==> config.mk <==
export PLATFORM = sky130hd
export DESIGN_NAME = uart_tx_arbiter
export DESIGN_NICKNAME = d
export VERILOG_FILES = /design/src/rtl/uart_tx_arbiter_pkg.sv /design/src/rtl/uart_tx_arbiter_rr_arbiter.sv /design/src/rtl/uart_tx_arbiter.sv
export SDC_FILE = /design/constraint.sdc
export NUM_CORES = 1
export LEC_CHECK = 0
export ABC_AREA = 1
export ABC_CLOCK_PERIOD_IN_PS = 2540
export CAP_MARGIN = 15
export CELL_PAD_IN_SITES_DETAIL_PLACEMENT = 0
export CELL_PAD_IN_SITES_GLOBAL_PLACEMENT = 1
export CORE_UTILIZATION = 30
export DETAILED_ROUTE_END_ITERATION = 7
export MAX_ROUTING_LAYER = met4
export PLACE_DENSITY = 0.89
export SYNTH_ARGS = -nofsm -noshare
export SYNTH_HDL_FRONTEND = slang
export SYNTH_HIERARCHICAL = 1
export SYNTH_SLANG_ARGS = --single-unit
==> constraint.sdc <==
create_clock -name clk -period 2.54 [get_ports clk]
set_input_delay 0.381 -clock clk [delete_from_list [all_inputs] [get_ports clk]]
set_output_delay 0.381 -clock clk [all_outputs]
set_load 0.03 [all_outputs]
==> src/rtl/uart_tx_arbiter_pkg.sv <==
// uart_tx_arbiter_pkg: UART register map, status bits and arbiter FSM state encoding.
// Revision: 1.0
`default_nettype none

package uart_tx_arbiter_pkg;

  localparam logic [31:0] RX_DATA_OFS  = 32'h0000_0000;
  localparam logic [31:0] TX_DATA_OFS  = 32'h0000_0004;
  localparam logic [31:0] STAT_REG_OFS = 32'h0000_0008;
  localparam logic [31:0] DATA_NUM_OFS = 32'h0000_0010;

  localparam int STAT_TX_FULL  = 3;
  localparam int STAT_TX_EMPTY = 2;

  typedef enum logic [2:0] {
    ST_IDLE  = 3'd0,
    ST_ARB   = 3'd1,
    ST_POLL  = 3'd2,
    ST_CHECK = 3'd3,
    ST_WRITE = 3'd4,
    ST_GUARD = 3'd5
  } state_t;

  function automatic logic tx_can_write(input logic [31:0] stat);
    return stat[STAT_TX_EMPTY] && !stat[STAT_TX_FULL];
  endfunction

endpackage

`default_nettype wire

==> src/rtl/uart_tx_arbiter_rr_arbiter.sv <==
// rr_arbiter: combinational round-robin pick, searching from ptr+1 with wrap.
// Revision: 1.0
`default_nettype none

module rr_arbiter #(
  parameter int N_REQ = 3,
  parameter int IW    = $clog2(N_REQ)
) (
  input  logic [N_REQ-1:0] req,
  input  logic [IW-1:0]    ptr,
  output logic [N_REQ-1:0] grant,
  output logic [IW-1:0]    idx,
  output logic             found
);

  int cand;

  always_comb begin
    grant = '0;
    idx   = '0;
    found = 1'b0;
    cand  = 0;
    for (int k = 1; k <= N_REQ; k++) begin
      cand = (int'(ptr) + k) % N_REQ;
      if (!found && req[cand]) begin
        found       = 1'b1;
        grant[cand] = 1'b1;
        idx         = IW'(cand);
      end
    end
  end

endmodule

`default_nettype wire

==> src/rtl/uart_tx_arbiter.sv <==
// uart_tx_arbiter: round-robin sharing of the UART TX register among byte requesters via a WB master.
// Revision: 1.0
`default_nettype none

module uart_tx_arbiter
  import uart_tx_arbiter_pkg::*;
#(
  parameter int          N_REQ       = 3,
  parameter int          GUARD_CYC   = 4,
  parameter int          ACK_TIMEOUT = 64,
  parameter int          LOCK_IDLE   = 256,
  parameter logic [31:0] UART_BASE   = 32'h3000_0000
) (
  input  logic               clk,
  input  logic               rst_n,
  input  logic [N_REQ-1:0]   req_valid,
  input  logic [8*N_REQ-1:0] req_data,
  input  logic [N_REQ-1:0]   req_last,
  output logic [N_REQ-1:0]   req_ready,
  output logic               o_wb_valid,
  output logic [31:0]        o_wb_adr,
  output logic               o_wb_we,
  output logic [31:0]        o_wb_dat,
  output logic [3:0]         o_wb_sel,
  input  logic               i_wb_ack,
  input  logic [31:0]        i_wb_dat,
  output logic [N_REQ-1:0]   o_grant,
  output logic               o_busy,
  output logic               o_timeout,
  input  logic               i_err_clr
);

  localparam int IW = $clog2(N_REQ);
  localparam int AW = $clog2(ACK_TIMEOUT + 1);
  localparam int GW = $clog2(GUARD_CYC + 1);
  localparam int LW = $clog2(LOCK_IDLE + 1);

  localparam logic [AW-1:0] ACK_LIM    = AW'(ACK_TIMEOUT);
  localparam logic [GW-1:0] GUARD_LAST = GW'(GUARD_CYC - 1);
  localparam logic [LW-1:0] IDLE_LAST  = LW'(LOCK_IDLE - 1);
  localparam logic [31:0]   STAT_ADR   = UART_BASE + STAT_REG_OFS;
  localparam logic [31:0]   TX_ADR     = UART_BASE + TX_DATA_OFS;

  state_t           state, state_d;
  logic [N_REQ-1:0] grant_q, grant_d, ready_q, ready_d;
  logic [IW-1:0]    owner_q, owner_d, rr_ptr_q, rr_ptr_d;
  logic             lock_q, lock_d, last_q, last_d;
  logic             tx_ok_q, tx_ok_d, timeout_q, timeout_d;
  logic [7:0]       byte_q, byte_d;
  logic [AW-1:0]    ack_cnt_q, ack_cnt_d;
  logic [GW-1:0]    guard_q, guard_d;
  logic [LW-1:0]    idle_q, idle_d;
  logic             abort;

  logic [N_REQ-1:0] arb_grant;
  logic [IW-1:0]    arb_idx;
  logic             arb_found;

  rr_arbiter #(
    .N_REQ (N_REQ),
    .IW    (IW)
  ) u_rr_arbiter (
    .req   (req_valid),
    .ptr   (rr_ptr_q),
    .grant (arb_grant),
    .idx   (arb_idx),
    .found (arb_found)
  );

  always_ff @(posedge clk or negedge rst_n) begin
    if (!rst_n) begin
      state     <= ST_IDLE;
      grant_q   <= '0;
      ready_q   <= '0;
      owner_q   <= '0;
      rr_ptr_q  <= IW'(N_REQ - 1);
      lock_q    <= 1'b0;
      last_q    <= 1'b0;
      tx_ok_q   <= 1'b0;
      timeout_q <= 1'b0;
      byte_q    <= '0;
      ack_cnt_q <= '0;
      guard_q   <= '0;
      idle_q    <= '0;
    end else begin
      state     <= state_d;
      grant_q   <= grant_d;
      ready_q   <= ready_d;
      owner_q   <= owner_d;
      rr_ptr_q  <= rr_ptr_d;
      lock_q    <= lock_d;
      last_q    <= last_d;
      tx_ok_q   <= tx_ok_d;
      timeout_q <= timeout_d;
      byte_q    <= byte_d;
      ack_cnt_q <= ack_cnt_d;
      guard_q   <= guard_d;
      idle_q    <= idle_d;
    end
  end

  always_comb begin
    state_d   = state;
    grant_d   = grant_q;
    ready_d   = '0;
    owner_d   = owner_q;
    rr_ptr_d  = rr_ptr_q;
    lock_d    = lock_q;
    last_d    = last_q;
    tx_ok_d   = tx_ok_q;
    timeout_d = timeout_q;
    byte_d    = byte_q;
    ack_cnt_d = ack_cnt_q;
    guard_d   = guard_q;
    idle_d    = idle_q;
    abort     = 1'b0;

    if (i_err_clr) timeout_d = 1'b0;

    case (state)
      ST_IDLE: begin
        if (|req_valid) state_d = ST_ARB;
      end
      ST_ARB: begin
        if (lock_q) begin
          if (req_valid[owner_q]) begin
            state_d   = ST_POLL;
            idle_d    = '0;
            ack_cnt_d = '0;
          end else if (idle_q >= IDLE_LAST) begin
            lock_d = 1'b0;
            idle_d = '0;
          end else begin
            idle_d = idle_q + LW'(1);
          end
        end else if (arb_found) begin
          grant_d   = arb_grant;
          owner_d   = arb_idx;
          ack_cnt_d = '0;
          state_d   = ST_POLL;
        end else begin
          grant_d = '0;
          state_d = ST_IDLE;
        end
      end
      ST_POLL: begin
        if (i_wb_ack) begin
          tx_ok_d = tx_can_write(i_wb_dat);
          state_d = ST_CHECK;
        end else if (ack_cnt_q >= ACK_LIM) begin
          abort = 1'b1;
        end else begin
          ack_cnt_d = ack_cnt_q + AW'(1);
        end
      end
      ST_CHECK: begin
        // One cycle with the strobe low separates successive STAT reads.
        ack_cnt_d = '0;
        if (tx_ok_q) begin
          byte_d  = req_data[{owner_q, 3'b000} +: 8];
          last_d  = req_last[owner_q];
          state_d = ST_WRITE;
        end else begin
          state_d = ST_POLL;
        end
      end
      ST_WRITE: begin
        if (i_wb_ack) begin
          ready_d = grant_q;
          lock_d  = !last_q;
          if (last_q) rr_ptr_d = owner_q;
          guard_d = '0;
          state_d = ST_GUARD;
        end else if (ack_cnt_q >= ACK_LIM) begin
          abort = 1'b1;
        end else begin
          ack_cnt_d = ack_cnt_q + AW'(1);
        end
      end
      ST_GUARD: begin
        if (guard_q == GUARD_LAST) state_d = ST_ARB;
        else                       guard_d = guard_q + GW'(1);
      end
      default: state_d = ST_IDLE;
    endcase

    if (abort) begin
      timeout_d = 1'b1;
      lock_d    = 1'b0;
      grant_d   = '0;
      rr_ptr_d  = owner_q;
      state_d   = ST_IDLE;
    end
  end

  assign o_wb_valid = (state == ST_POLL) || (state == ST_WRITE);
  assign o_wb_we    = (state == ST_WRITE);
  assign o_wb_adr   = (state == ST_POLL)  ? STAT_ADR :
                      (state == ST_WRITE) ? TX_ADR   : 32'h0;
  assign o_wb_dat   = (state == ST_WRITE) ? {24'h0, byte_q} : 32'h0;
  // Full byte select whenever a transaction is on the bus; all-zero at rest so reset leaves every output low.
  assign o_wb_sel   = o_wb_valid ? 4'hF : 4'h0;
  assign o_grant    = grant_q;
  assign req_ready  = ready_q;
  assign o_busy     = (state != ST_IDLE);
  assign o_timeout  = timeout_q;

  logic unused_wb_dat;
  assign unused_wb_dat = ^{i_wb_dat[31:4], i_wb_dat[1:0]};

endmodule

`default_nettype wire

==> metrics.txt, run 1 <==
status completed; initial antenna violation count 0; largest net degree at the start of global routing 45; CTS Buf Count 5; die width 108 microns; most used cell, CP nor2_1; final hold vios 0; GRT Max-Usage Layer met2; PortBufs 61; Post-Layout Cell Count 672; cell count after synthesis 475; Slew Viols, Final 0; met2 Track Usage GR 22.7%; endpoint class of the critical path primary output; Startpoint Class flip-flop; synth warn 6; Total Power 4.31 mW; most used flip-flop cell after synthesis dfrtp_1; WL final 7200 microns; first-pass GRT wire length 12100 microns; gr ovfl total 0; CP Cell Sequence inv_2 > nor2_1 > nand2_2 > nor2_1 > clkdlybuf4s50_1; R2R Setup Slk 0.31 ns; Initial Util 30.9%; leakage power 2.16 nW; fill count 1159; WL per Instance 10.7 microns; crit path DAT 2.02 ns; Final #Nets 607; # rows 38; Setup WS post-layout 0.143 ns; vias 2964; #FFs+latches synth 44; CP max stage cell clkdlybuf4s50_1; dpl cells 665; Netlist Area Pre-Place 3360 sq um; CTS Buffer Depth 2; DRC viols 0; Least-Margin Pin Slew 0.993 ns; Via density 4.41; 1st-iter DRT viols 124; FMAX 417 MHz; TritonRoute pass-1 iters 4; clk_lat worst skew 0.29 ns; layout cells sized above 1 10.2%; Worst Skew 0.00487 ns; CP Class flip-flop to primary output; period utilisation layout 94.4%; crit-path max cell delay 0.69 ns; antenna diode count 0; Data required, critical path 2.16 ns; Slew HR 33.8%; critical path fanouts, max 11; # setup viols final 0; Core Region 10900 sq um; vias in the first global route 2728; FF-to-FF End ack_cnt_q[2]$_DFFE_PN0P_; worst hold path type input port to async pin; asr flop ratio synth 100%; Detailed Place HPWL 5670 microns; I/O pin cnt 144; die area 11600 sq um; FF-to-FF path depth 16; hold_buf cts 0; Worst-path clk slew 0.08 ns; Die Ht 108 microns; Yosys cell types 37; sequential fraction of the synthesis area 32.8%; clk root buf clkbuf_8; synthesized area per cell 7.08 sq um; met3 GRT Util 3.27%; Overall Global Routing Usage 13.6%; Syn-to-layout area delta 18.6%; CTS tree yes; GRT met1 Usage 16.5%; max-cap viol count 0; power per standard cell area 1080 nW/um^2; minimum clock period 2.40 ns; H-tree depth 2; VDD IR max 0.458 mV; RR Startpoint rr_ptr_q[1]$_DFFE_PN1P_; post-route ant nets 0; clk sinks 44; RSZ-0062 raised after global routing false; Final TNS setup 0 ns; Setup WS pre-CTS 0.227 ns; number of flops mapped to enable cells by yosys 0; RD Place Congestion 0.825
==> area by class of cell <==
class	count	area, sq um	area share, %
Clock buffer	6	72.6	1.82
Clock inverter	1	5.00	0.126
Sequential cell	44	1100	27.7
Timing Repair Buffer	64	658	16.5
Tap cell	140	175	4.39
Inverter	62	236	5.93
Multi-Input combinational cell	355	1740	43.6
==> layout by cell type, fill, tap and decap left out, drive strengths merged, types with 8 or more instances in the layout <==
cell type,netlist,layout
conb,1,52
nand2,124,124
dfrtp,43,43
a21oi,8,8
clkdlybuf4s50,0,48
o21ai,42,42
nand3,42,42
ha,9,9
inv,61,61
nor2,54,54
dlymetal6s2s,0,12
==> logic make-up (layout without fill, tap and decap cells) <==
group / Yosys count / after routing / share of synthesized area [%]
other: 1 / 52 / 0.112
flip-flops: 44 / 44 / 32.8
AO/OA/AOI/OAI: 59 / 59 / 10.0
XOR/XNOR: 4 / 4 / 1.04
adder cells (fa/ha/maj): 9 / 9 / 3.35
AND/OR/NAND/NOR: 231 / 231 / 31.3
buffers and inverters: 127 / 133 / 21.4
==> per-layer routing <==
| layer | wire (microns) | up-vias |
|---|---|---|
| li1 | - | 1498 |
| met1 | 3270 | 1349 |
| met2 | 3400 | 110 |
| met3 | 472 | 7 |
| met4 | 64 | 0 |
| met5 | 0 | - |
==> how the worst max path moves through the flow <==
stage                     cells past startpoint                  endpoint  slack [ns]                    start
after global placement                        5               o_wb_sel[1]        0.27     state[2]$_DFFE_PN0P_
after floorplan                              14  ack_cnt_q[6]$_DFFE_PN0P_        0.53  rr_ptr_q[1]$_DFFE_PN1P_
final                                         5               o_wb_dat[2]        0.14     state[2]$_DFFE_PN0P_
after detailed placement                     16  ack_cnt_q[2]$_DFFE_PN0P_        0.23  rr_ptr_q[0]$_DFFE_PN0P_
after global routing                          5               o_wb_dat[0]       0.001     state[2]$_DFFE_PN0P_
after CTS                                     5               o_wb_dat[7]        0.05     state[2]$_DFFE_PN0P_
==> registers in the layout, summed over array words and instances (netlist names), 2 cells and up <==
name / flops
state: 3
byte_q: 8
o_grant: 3
owner_q: 2
guard_q: 3
ack_cnt_q: 7
idle_q: 9
req_ready: 3
rr_ptr_q: 2
==> report_power, final <==
| group | internal (mW) | total, mW | switching [mW] |
|---|---|---|---|
| Combinational | 0.934 | 2.71 | 1.78 |
| Sequential | 0.960 | 1.18 | 0.216 |
| Clock | 0.187 | 0.420 | 0.233 |
| Total | 2.08 | 4.31 | 2.22 |
==> timing repair <==
item                       in CTS  in global routing
setup endpoints to repair      15                 19
gates resized for setup         1                 13
gates cloned                    0                  0
setup buffers                   0                  0
==> worst max-delay path: cells and delay by family (launching register included) <==
family	cells	cell delay (ns)
buffers and inverters	2	0.79
flip-flops	1	0.42
AND/OR/NAND/NOR	3	0.51
==> Yosys cell counts, types with 2 or more instances <==
cell type	n	area, sq um
a31oi_1	2	12.5
dfrtp_1	43	1080
nor2_1	50	188
o22ai_1	4	25.0
nand2_1	114	428
clkbuf_1	3	11.3
o21ai_2	7	61.3
nor3_1	4	20.0
inv_1	50	188
nand3_2	5	50.1
nand2_2	7	43.8
inv_2	10	37.5
o21ai_1	2	10.0
a21oi_1	8	40.0
nand3_1	36	180
nand4_1	3	18.8
xor2_1	2	17.5
buf_6	2	22.5
nor2_2	2	12.5
o21ai_0	33	165
nand3b_1	2	15.0
buf_4	59	443
nand2_4	3	33.8
xnor2_1	2	17.5
ha_1	9	113
nor2_4	2	22.5
==> through the flow <==
stage               hold WS [ns]  util, %  instance area [sq um]
finish                     0.239     36.6                   3990
global route               0.329     36.6                   3990
CTS                        0.282     36.3                   3950
detailed placement         0.475     35.6                   3870
global placement           0.461     35.6                   3870
floorplan                 0.0854        -                   3550
Note: power is estimated with default switching activity, not from simulation.
==> run 2, diff against run 1 <==
--- a/config.mk
+++ b/config.mk
@@ -6,15 +6,15 @@
 export NUM_CORES = 1
 export LEC_CHECK = 0
 export ABC_AREA = 1
-export ABC_CLOCK_PERIOD_IN_PS = 2540
+export ABC_CLOCK_PERIOD_IN_PS = 2800
 export CAP_MARGIN = 15
 export CELL_PAD_IN_SITES_DETAIL_PLACEMENT = 0
 export CELL_PAD_IN_SITES_GLOBAL_PLACEMENT = 1
-export CORE_UTILIZATION = 30
+export CORE_UTILIZATION = 32
 export DETAILED_ROUTE_END_ITERATION = 7
+export HOLD_SLACK_MARGIN = 0.06
 export MAX_ROUTING_LAYER = met4
-export PLACE_DENSITY = 0.89
+export PLACE_DENSITY = 0.94
 export SYNTH_ARGS = -nofsm -noshare
 export SYNTH_HDL_FRONTEND = slang
-export SYNTH_HIERARCHICAL = 1
 export SYNTH_SLANG_ARGS = --single-unit
==> constraint.sdc (replaced) <==
create_clock -name clk -period 2.8 [get_ports clk]
set_input_delay 0.42 -clock clk [delete_from_list [all_inputs] [get_ports clk]]
set_output_delay 0.42 -clock clk [all_outputs]
set_load 0.03 [all_outputs]
==> run 2 against run 1 <==
  * Die area is 8.8% lower
  * Wire length decreased by 4.8%
  * Count of clock-buffer cells in the layout grew 1
  * Sequential share of layout area rose by 1.2 points
  * Worst hold slack better by 0.041 ns
  * Synthesized cell count fell by 6.7%
  * Sequential power fell by 8%
  * Highest routed layer unchanged
==> metrics.txt, run 2 <==
status completed; Comb power frac 60.9%; number of flops mapped to enable cells by yosys 0; P_int 1.84 mW; Core Region 9820 sq um; clk_lat worst skew 0.30 ns; cell count after synthesis 443; gr ovfl total 0; sequential fraction of the synthesis area 33.8%; asr flop ratio synth 100%; Commonest cells post-synth 94 x nand2_1, 59 x buf_4, 53 x nor2_1; post-synth top area cell dfrtp_1; CTS Buffer Depth 2; antenna diode count 0; hold_buf cts 0; sw frac 51.4%; Setup WS pre-CTS 0.497 ns; most frequent cells in the layout 94 x nand2_1, 55 x clkdlybuf4s50_1, 53 x nor2_1; post-synthesis xor/xnor area fraction 0.805%; # rows 36; WL final 6860 microns; PortBufs 61; Netlist Area Pre-Place 3260 sq um; Startpoint Class flip-flop; Total Power 3.79 mW; layout cells sized above 1 8.45%; WL per Instance 10.9 microns; Worst-path clk slew 0.09 ns; most common cell after layout, fill and taps aside nand2_1; DRC viols 0; leakage power 2.01 nW; minimum clock period 2.60 ns; Slew HR 32.5%; max-cap viol count 0; Setup WS post-layout 0.196 ns; # setup viols final 0; Clock Power Share 10.4%; Initial Util 33.2%; synthesized area per cell 7.37 sq um; Slew Viols, Final 0; top cells by area, synth dfrtp_1 33%, buf_4 14%, nand2_1 11%; CTS Buf Count 5; top cell type's share of synthesized area 33.0%; vias in the first global route 2395; TritonRoute pass-1 iters 4; multiplexer share of the synthesized area 0%; Final TNS setup 0 ns; endpoint class of the critical path primary output; Overall Global Routing Usage 13.2%; largest family of logic cells by synthesized area simple AND/OR/NAND/NOR gates; post-route ant nets 0; Largest register FFs 9; Yosys cell types 35; H-tree depth 2; Data required, critical path 2.38 ns; Least-Margin Pin Slew 1.01 ns; leading registers by flop count idle_q (9), byte_q (8), ack_cnt_q (7); most used flip-flop cell after synthesis dfrtp_1; initial antenna violation count 0; crit path DAT 2.18 ns; post-route cell area 3820 sq um; period utilisation layout 93.0%; RD Place Congestion 0.837; vias 2803; I/O pin cnt 144; Final #Nets 571; Worst Skew 0.0145 ns; clk sinks 44; first-pass GRT wire length 10700 microns; CTS tree yes; switching pwr 1.95 mW; Detailed Place HPWL 5230 microns; die width 103 microns; power per standard cell area 990 nW/um^2; Multi-input gate area 1650 sq um; FMAX 384 MHz; VDD IR max 0.374 mV; most flop-heavy register idle_q; largest net degree at the start of global routing 45; Die Ht 103 microns; compound-cell area share of the yosys netlist 10.7%; final hold vios 0; Min Hold Slack 0.280 ns; synth warn 0; Syn-to-layout area delta 17.2%; Post-Synth Adder-Cell Area 3.45%; die area 10600 sq um; count leader, synth nand2_1; sequential group share of total power 28.7%; register area 1100 sq um; placed instance area 3730 sq um; #FFs+latches synth 44; worst hold path type input port to async pin; simple-gate area share of the yosys netlist 29.5%; RSZ-0062 raised after global routing false; fill count 1063; CP Class flip-flop to primary output; Via density 4.45; 1st-iter DRT viols 161; critical path fanouts, max 16; clk root buf clkbuf_8
[run 2: cell types whose count changed after synthesis, moves of 4 or more]
cell,change
nand2_1,-20
o21ai_0,-11
o21ai_1,+4
a21oi_1,-5
a31oi_1,+8
[run 2: final timing paths]
kind	endpoint	startpoint	depth (start not counted)	slack, ns
max in group asynchronous	idle_q[6]$_DFFE_PN0P_	rst_n	1	1.88
min in group clk	guard_q[0]$_DFFE_PN0P_	guard_q[0]$_DFFE_PN0P_	1	0.52
worst max register to register	o_grant[1]$_DFFE_PN0P_	rr_ptr_q[0]$_DFFE_PN0P_	11	0.89
worst min register to register	guard_q[0]$_DFFE_PN0P_	guard_q[0]$_DFFE_PN0P_	1	0.52
worst max-delay path	o_wb_sel[2]	state[0]$_DFFE_PN0P_	4	0.20
worst min-delay path	guard_q[2]$_DFFE_PN0P_	rst_n	1	0.28
[run 2: logic make-up after synthesis]
group	after synthesis
buffers and inverters	121
XOR/XNOR	3
flip-flops	44
AND/OR/NAND/NOR	207
other	1
adder cells (fa/ha/maj)	9
AO/OA/AOI/OAI	58
[run 2: through the flow]
step,util [%],instances
final,39.0,630
after global routing,39.0,630
after CTS,38.8,630
after detailed placement,38.0,622
after global placement,38.0,622
after floorplan,-,494
[run 2: power by group through the flow]
stage               logic [mW]  clock network (mW)  registers [mW]
floorplan                 1.95                   0            1.05
detailed placement        2.32                   0            1.10
finish                    2.31               0.394            1.09
CTS                       2.33               0.401            1.09
global route              2.57               0.417            1.12
global placement          2.26                   0            1.08
[run 2: routing by layer]
layer	global-route usage, %	part of all wire [%]
met1	14.9	43
met2	23.4	50
met3	3.19	5.4
met4	3.25	0.95
met5	-	0
[run 2: area by class of cell]
type                       count  share of cell area, %
inverter                      54                   5.30
multi-input combinational    329                   43.0
timing repair buffer          62                   16.4
tap                          133                   4.35
clock inverter                 1                  0.131
clock buffer                   7                   2.00
sequential                    44                   28.8
[run 2: repair_timing]
action,4_1_cts,5_1_grt
endpoints found under the hold margin,0,0
resized for setup,0,5
endpoints found under the setup margin,0,7
buffers inserted,0,0
[run 2: worst max-delay path, cell delays in order, from the launching register on]
cell and delay, ns:
dfrtp_1 0.49, nor2_1 0.20, nand2_2 0.24, nand2_4 0.25, clkdlybuf4s50_1 0.70
==> run 3, diff against run 2 <==
--- a/config.mk
+++ b/config.mk
@@ -6,11 +6,11 @@
 export NUM_CORES = 1
 export LEC_CHECK = 0
 export ABC_AREA = 1
-export ABC_CLOCK_PERIOD_IN_PS = 2800
 export CAP_MARGIN = 15
 export CELL_PAD_IN_SITES_DETAIL_PLACEMENT = 0
 export CELL_PAD_IN_SITES_GLOBAL_PLACEMENT = 1
 export CORE_UTILIZATION = 32
+export CTS_BUF_LIST = sky130_fd_sc_hd__clkbuf_4 sky130_fd_sc_hd__clkbuf_8
 export DETAILED_ROUTE_END_ITERATION = 7
 export HOLD_SLACK_MARGIN = 0.06
 export MAX_ROUTING_LAYER = met4
==> run 3 against run 2 <==
  * Largest cell class unchanged
  * Largest power group unchanged
  * Wire length is 0.57% lower
  * Register-to-register slack hardly changed
  * Final cell count stayed put
  * Flip-flop and latch count stayed put
==> metrics.txt, run 3 (synthesis gave the netlist of run 2 again) <==
status completed; minimum clock period 2.61 ns; die area 10600 sq um; final hold vios 0; RD Place Congestion 0.837; Worst Skew 0.0131 ns; Least-Margin Pin Slew 1.00 ns; Multi-input gate area 1650 sq um; dpl cells 622; leakage power 1.99 nW; max-cap viol count 0; post-route ant nets 0; Detailed Place HPWL 5230 microns; clk root buf clkbuf_8; most common cell after layout, fill and taps aside nand2_1; H-tree depth 2; CP Cell Sequence nor2_1 > nand2_2 > nand2_4 > clkdlybuf4s50_1; largest net degree at the start of global routing 45; crit path DAT 2.19 ns; crit-path max cell delay 0.71 ns; met2 wire len 3410 microns; 1st-iter DRT viols 115; most flop-heavy register idle_q; Post-CTS Setup Repair Bufs 0; met3 routed WL 376 microns; first-pass GRT wire length 10700 microns; Total Power 3.81 mW; clk sinks 44; power per standard cell area 994 nW/um^2; die width 103 microns; Data required, critical path 2.38 ns; Final #Nets 571; CP max stage cell clkdlybuf4s50_1; period utilisation layout 93.2%; critical path fanouts, max 16; # setup viols final 0; antenna diode count 0; # rows 36; Core Region 9820 sq um; placed instance area 3730 sq um; FMAX 383 MHz; vias 2816; fill count 1061; gr ovfl total 0; PortBufs 61; M1 wire length 2970 microns; I/O pin cnt 144; Worst-path clk slew 0.09 ns; most frequent cells in the layout 94 x nand2_1, 57 x clkdlybuf4s50_1, 53 x nor2_1; VDD IR max 0.369 mV; CTS Buf Count 5; Post-Layout Cell Count 630; CP Class flip-flop to primary output; Setup WS pre-CTS 0.497 ns; Via density 4.47; DRC viols 0; hold_buf cts 0; Syn-to-layout area delta 17.2%; Setup WS post-layout 0.191 ns; register area 1100 sq um; CTS tree yes; WL final 6820 microns; Top Metal Used met4; Crit path buffers/inverters 1; clk_lat worst skew 0.30 ns; crit-path leading delay family buffers and inverters; CTS Buffer Depth 2; worst hold path type input port to async pin; initial antenna violation count 0; Startpoint Class flip-flop; endpoint class of the critical path primary output; Overall Global Routing Usage 13.2%; Largest register FFs 9; Die Ht 103 microns; post-route cell area 3830 sq um; WL per Instance 10.8 microns; leading registers by flop count idle_q (9), byte_q (8), ack_cnt_q (7); TritonRoute pass-1 iters 4; layout cells sized above 1 8.85%; Slew Viols, Final 0; vias in the first global route 2401; Initial Util 33.2%; Slew HR 33.3%
==> run 3: cell count changes in the layout (fill, tap and decap cells not counted) <==
cell	change
clkbuf_1	-2
clkbuf_4	+2
clkdlybuf4s50_1	+2
dlymetal6s2s_1	-2
==> run 3: metrics by stage <==
stage	TNS, ns	utilization, %	hold WS [ns]
3_3_place_gp	0	38.0	0.479
5_1_grt	-0.0000744	39.0	0.356
3_5_place_dp	0	38.0	0.502
4_1_cts	0	38.9	0.325
2_1_floorplan	0	-	0.124
6_report	0	39.0	0.287
==> run 3: what timing repair did <==
item | 4_1_cts | 5_1_grt
endpoints found under the hold margin | 0 | 0
resized for setup | 0 | 3
endpoints found under the setup margin | 0 | 7
==> run 3: worst paths after layout <==
path / start / endpoint / slack [ns] / depth (start not counted)
max reg2reg: rr_ptr_q[0]$_DFFE_PN0P_ / o_grant[1]$_DFFE_PN0P_ / 0.90 / 11
min in group clk: ack_cnt_q[1]$_DFFE_PN0P_ / ack_cnt_q[1]$_DFFE_PN0P_ / 0.52 / 2
min reg2reg: ack_cnt_q[1]$_DFFE_PN0P_ / ack_cnt_q[1]$_DFFE_PN0P_ / 0.52 / 2
max in group asynchronous: rst_n / byte_q[5]$_DFFE_PN0P_ / 1.90 / 1
min: rst_n / guard_q[2]$_DFFE_PN0P_ / 0.29 / 1
max: state[0]$_DFFE_PN0P_ / o_wb_sel[1] / 0.19 / 4
==> run 3: layout make-up <==
cell class | instances | share of cell area (%)
Multi-Input combinational cell | 329 | 43.0
Sequential cell | 44 | 28.8
Timing Repair Buffer | 62 | 16.2
Inverter | 54 | 5.30
Tap cell | 133 | 4.35
Clock buffer | 7 | 2.19
Clock inverter | 1 | 0.131
==> run 3: where the power goes <==
part	switching, mW	total (mW)	internal [mW]
clock	0.216	0.411	0.195
combinational	1.51	2.31	0.803
sequential	0.221	1.09	0.865
==> run 3: per-layer routing <==
metal  up-vias  track usage, %
met4         0            3.25
met5         -               -
met3         5            3.19
li1       1407               -
met2        89            23.4
met1      1315            15.0
